`config.mk`:
```
export PLATFORM = sky130hd
export DESIGN_NAME = uart_tx_fifo
export DESIGN_NICKNAME = d
export VERILOG_FILES = /design/src/rtl/uart_tx_fifo.sv
export SDC_FILE = /design/constraint.sdc
export NUM_CORES = 1
export LEC_CHECK = 0
export BUFFER_PORTS_ARGS = -buffer_cell sky130_fd_sc_hd__clkbuf_2
export CELL_PAD_IN_SITES_DETAIL_PLACEMENT = 1
export CELL_PAD_IN_SITES_GLOBAL_PLACEMENT = 1
export CORE_MARGIN = 3
export CORE_UTILIZATION = 52
export CTS_CLUSTER_SIZE = 24
export DETAILED_ROUTE_END_ITERATION = 10
export GPL_ROUTABILITY_DRIVEN = 0
export PLACE_DENSITY_LB_ADDON = 0.1
export RECOVER_POWER = 50
export SETUP_SLACK_MARGIN = 0.1
export SLEW_MARGIN = 20
export SYNTH_ARGS = -nofsm -noshare
export SYNTH_HDL_FRONTEND = slang
export SYNTH_SLANG_ARGS = --single-unit
```
`constraint.sdc`:
```
create_clock -name clk -period 3.85 [get_ports clk]
set_input_delay 0.77 -clock clk [delete_from_list [all_inputs] [get_ports clk]]
set_output_delay 0.77 -clock clk [all_outputs]
set_load 0.01 [all_outputs]
```
`src/rtl/uart_tx_fifo.sv`:
```
// Buffered 8N1 UART transmitter: a FIFO of queued bytes feeding a start/data/stop
// serializer that drives the HC-05 RX line back-to-back at the configured baud rate.
module uart_tx_fifo #(
    parameter int CLOCK_FREQ = 50_000_000,
    parameter int BAUD_RATE  = 9600,
    parameter int FIFO_DEPTH = 16
) (
    input  logic                          clk,
    input  logic                          reset,
    input  logic [7:0]                    tx_data,
    input  logic                          tx_valid,
    output logic                          tx_ready,
    output logic                          uart_tx,
    output logic                          tx_busy,
    output logic                          tx_done,
    output logic [$clog2(FIFO_DEPTH):0]   fifo_count
);

    localparam int CLKS_PER_BIT = CLOCK_FREQ / BAUD_RATE;
    localparam int CNT_W        = (CLKS_PER_BIT > 1) ? $clog2(CLKS_PER_BIT) : 1;
    localparam int PTR_W        = $clog2(FIFO_DEPTH);
    localparam logic [CNT_W-1:0] BIT_LAST   = CNT_W'(CLKS_PER_BIT - 1);
    localparam logic [PTR_W:0]   FULL_COUNT = (PTR_W + 1)'(FIFO_DEPTH);

    typedef enum logic [1:0] {IDLE, START, DATA, STOP} state_t;

    state_t           state;
    state_t           state_next;
    logic [7:0]       mem [FIFO_DEPTH];
    logic [PTR_W-1:0] wr_ptr;
    logic [PTR_W-1:0] rd_ptr;
    logic [CNT_W-1:0] baud_cnt;
    logic [2:0]       bit_idx;
    logic [7:0]       shift_reg;
    logic             push;
    logic             pop;
    logic             bit_end;

    assign tx_ready = (fifo_count != FULL_COUNT);
    assign push     = tx_valid && tx_ready;
    assign bit_end  = (baud_cnt == BIT_LAST);
    assign tx_busy  = (state != IDLE);

    always_ff @(posedge clk) begin
        if (push)
            mem[wr_ptr] <= tx_data;
    end

    // A simultaneous push and pop leaves the count untouched.
    always_ff @(posedge clk or posedge reset) begin
        if (reset) begin
            wr_ptr     <= '0;
            rd_ptr     <= '0;
            fifo_count <= '0;
        end else begin
            if (push)
                wr_ptr <= wr_ptr + PTR_W'(1);
            if (pop)
                rd_ptr <= rd_ptr + PTR_W'(1);
            unique case ({push, pop})
                2'b10:   fifo_count <= fifo_count + (PTR_W + 1)'(1);
                2'b01:   fifo_count <= fifo_count - (PTR_W + 1)'(1);
                default: fifo_count <= fifo_count;
            endcase
        end
    end

    always_ff @(posedge clk or posedge reset) begin
        if (reset)
            state <= IDLE;
        else
            state <= state_next;
    end

    always_comb begin
        state_next = state;
        pop        = 1'b0;
        unique case (state)
            IDLE: begin
                if (fifo_count != '0) begin
                    state_next = START;
                    pop        = 1'b1;
                end
            end
            START: begin
                if (bit_end)
                    state_next = DATA;
            end
            DATA: begin
                if (bit_end && bit_idx == 3'd7)
                    state_next = STOP;
            end
            STOP: begin
                if (bit_end) begin
                    if (fifo_count != '0) begin
                        state_next = START;
                        pop        = 1'b1;
                    end else begin
                        state_next = IDLE;
                    end
                end
            end
            default: state_next = IDLE;
        endcase
    end

    // Line driver and shifter; the stop-to-start handoff reloads without an idle gap.
    always_ff @(posedge clk or posedge reset) begin
        if (reset) begin
            baud_cnt  <= '0;
            bit_idx   <= '0;
            shift_reg <= '0;
            uart_tx   <= 1'b1;
            tx_done   <= 1'b0;
        end else begin
            tx_done  <= (state == STOP) && bit_end;
            baud_cnt <= (state == IDLE || bit_end) ? '0 : baud_cnt + CNT_W'(1);
            if (pop) begin
                shift_reg <= mem[rd_ptr];
                uart_tx   <= 1'b0;
            end else begin
                unique case (state)
                    START: begin
                        if (bit_end) begin
                            uart_tx <= shift_reg[0];
                            bit_idx <= '0;
                        end
                    end
                    DATA: begin
                        if (bit_end) begin
                            if (bit_idx == 3'd7) begin
                                uart_tx <= 1'b1;
                            end else begin
                                uart_tx   <= shift_reg[1];
                                shift_reg <= shift_reg >> 1;
                                bit_idx   <= bit_idx + 3'd1;
                            end
                        end
                    end
                    default: uart_tx <= 1'b1;
                endcase
            end
        end
    end

endmodule

```
==> impl_metrics.ini <==
[status]
status = finished clean

[timing]
skew_ns = 0.00974
hold_viol = 0
fmax_mhz = 332
setup-tns-final_ns = 0
layout_min_cycle_time_ns = 3.01
period_share = 0.783
worstMarginPinSlew_ns = 1.31
rsz0062_at_grt = no
max_slew_margin = 0.129
final_max_slew_viol_count = 0
setup_viol = 0

[placement]
dp_cells = 617
place_area_mm2 = 0.00746
io_buffers = 19
dp_hpwl_um = 10100

[cts]
clkSlewWorstSetupHoldPaths_ns = 0.07
post_cts_resized = 0
cts_sinks = 169
cts_hold_buf = 0
clockBufferDepth = 2
clock_latency_ns = 0.43
postCtsSetupBuffers = 0
cts_root_buf = clkbuf_16
h-tree-depth = 4
cts_made_buffers = 17
cts_tree = done

[floorplanning]
rows = 42
dieArea_mm2 = 0.0152
start_util = 0.537
ioPinCount = 20
die_w_um = 123
fp.dieH_um = 123
core_mm2 = 0.0133

[synthesis]
syn_inst = 434
synth_area_mm2 = 0.00717
syn_avg_cell_area_um2 = 16.5
yosys_warnings = 0
synth_area_leader_cell = edfxtp_1
synth_top_area_frac = 0.536
synth.area.top_cells = edfxtp_1 54%, dfrtp_1 14%, mux4_2 10%
yosysMostFrequentCell = edfxtp_1
synth-main-ff-cell = edfxtp_1
synth.distinct_cells = 49
synth_edf_count = 128
synth_seq_cells = 169
syn_nets = 462
synth-seq-area-share = 0.679
async_reset_ff_frac = 0.243
ys_top_cells_by_count = 128 x edfxtp_1, 40 x dfrtp_1, 38 x nor2_1

[setup_path]
cp-start-kind = flip-flop
r2r_end = fifo_count[4]$_DFFE_PP0P_
arrival_ns = 3.33
crit_buf_inv = 1
cp_cell_sequence = nor4_1, nand2_1, and2_0, inv_1, ha_1, xor2_1, ha_1, nor2b_1, o21ai_0, a31oi_1, nor2_1, xor2_1
critPathKind = flip-flop to flip-flop
reg2reg_depth = 12
critical_path.top_delay_family = simple AND/OR/NAND/NOR gates
worstPathRequired_ns = 4.16
path_max_fanout = 10
r2r-start = fifo_count[1]$_DFFE_PP0P_
cpPeakStageDelay_ns = 0.50
crit_slowest_cell = dfrtp_1
worstSetupEndpointType = flip-flop
r2r_slack_ns = 0.84

[final_layout]
fin_nets = 488
seqCellArea_mm2 = 0.00487
antenna_cells = 0
multiInputGateArea_mm2 = 0.00217
fill_cells = 1235
area_growth_pct = 12.0
final_cells = 649
final_layout_size_suffix_gt1_frac = 0.216
fin_area_mm2 = 0.00803
largest_reg_flops = 128

[pwr]
pwr-share-seq = 0.422
powerDensity_mw_per_mm2 = 755
p_clk_frac = 0.284
peakVddDrop_uv = 511
leakage_uw = 0.00285
swShare = 0.335
p_comb_frac = 0.294
switchingPower_uw = 2030
p_int_uw = 4040

[grt]
antenna_found_initial = 0
grt_max_degree = 36
grt_util_all_layers = 0.225
grt_pass1_wl_um = 24300
gr-total-overflow = 0
grt_pass1_vias = 4187

[route]
via_count = 3849
routed_wl_um = 15300
antenna_left = 0
viasPerCell = 5.93
first_pass_iters = 5
route.detailed.drc = 0
wl_per_cell_um = 23.6
drt_iter0_drc = 338

[flow_run]
cap_violations = 0

[worst_hold_path]
hold_path.class = primary input to asynchronous set/reset pin
per-layer routing:
layer / share of wire / vias up / global-route usage
li1: - / 1736 / -
met1: 0.41 / 2003 / 0.278
met2: 0.53 / 92 / 0.390
met3: 0.051 / 18 / 0.0558
met4: 0.013 / 0 / 0.0692
met5: 0 / - / 0
placed cells by master, fill, tap and decap left out, drive strengths merged, types with 2 or more instances in the layout:
cell,netlist,final
and2,3,3
xor2,11,11
clkinv,0,3
nand3,5,5
nand2,17,17
nand4,6,6
mux2,10,10
dfrtp,40,40
nor2,39,39
buf,13,7
a21oi,3,3
xnor2,11,11
nor3,11,11
inv,11,17
a21o,3,3
clkbuf,7,39
a31oi,9,9
and4b,3,3
ha,17,17
and4bb,2,2
edfxtp,128,128
nor2b,5,5
or3,2,2
bufinv,0,2
nand2b,3,3
a22oi,17,17
mux4,32,32
clkinvlp,0,2
and4,3,3
o21ai,9,9
how the worst max path moves through the flow:
stage | to | from | cells after the start
after global placement | fifo_count[4]$_DFFE_PP0P_ | baud_cnt[0]$_DFF_PP0_ | 12
after detailed placement | fifo_count[4]$_DFFE_PP0P_ | fifo_count[1]$_DFFE_PP0P_ | 12
after CTS | fifo_count[4]$_DFFE_PP0P_ | baud_cnt[0]$_DFF_PP0_ | 12
after floorplan | fifo_count[4]$_DFFE_PP0P_ | baud_cnt[0]$_DFF_PP0_ | 14
after global routing | fifo_count[4]$_DFFE_PP0P_ | fifo_count[1]$_DFFE_PP0P_ | 12
final | fifo_count[4]$_DFFE_PP0P_ | fifo_count[1]$_DFFE_PP0P_ | 12
layout make-up:
cell class	count	area share
multi-input cells	234	0.270
inverters	11	0.00514
clock inverters	13	0.0195
flip-flops and latches	169	0.607
well taps	176	0.0274
repair buffers	27	0.0174
clock buffers	19	0.0539
power groups by stage:
stage	Clock, µW	Sequential, µW	Combinational [µW]
global route	1830	2600	1970
CTS	1760	2560	1820
floorplan	0	2430	1420
detailed placement	0	2590	1800
finish	1720	2560	1780
global placement	0	2560	1750
per-stage QoR:
step	utilization	power, µW	setup WS [ns]	hold WS [ns]
finish	0.602	6070	0.836	0.338
global route	0.602	6410	0.472	0.367
CTS	0.603	6140	0.878	0.339
detailed placement	0.559	4390	0.968	0.485
global placement	0.559	4310	1.10	0.464
floorplan	-	3850	0.976	0.453
cell families after synthesis:
group                    synth area share
multiplexers                        0.116
AO/OA/AOI/OAI                      0.0473
XOR/XNOR                           0.0279
adder cells (fa/ha/maj)            0.0297
buffers and inverters              0.0182
flip-flops                          0.679
AND/OR/NAND/NOR                    0.0813
(Power assumes the default switching activity.)
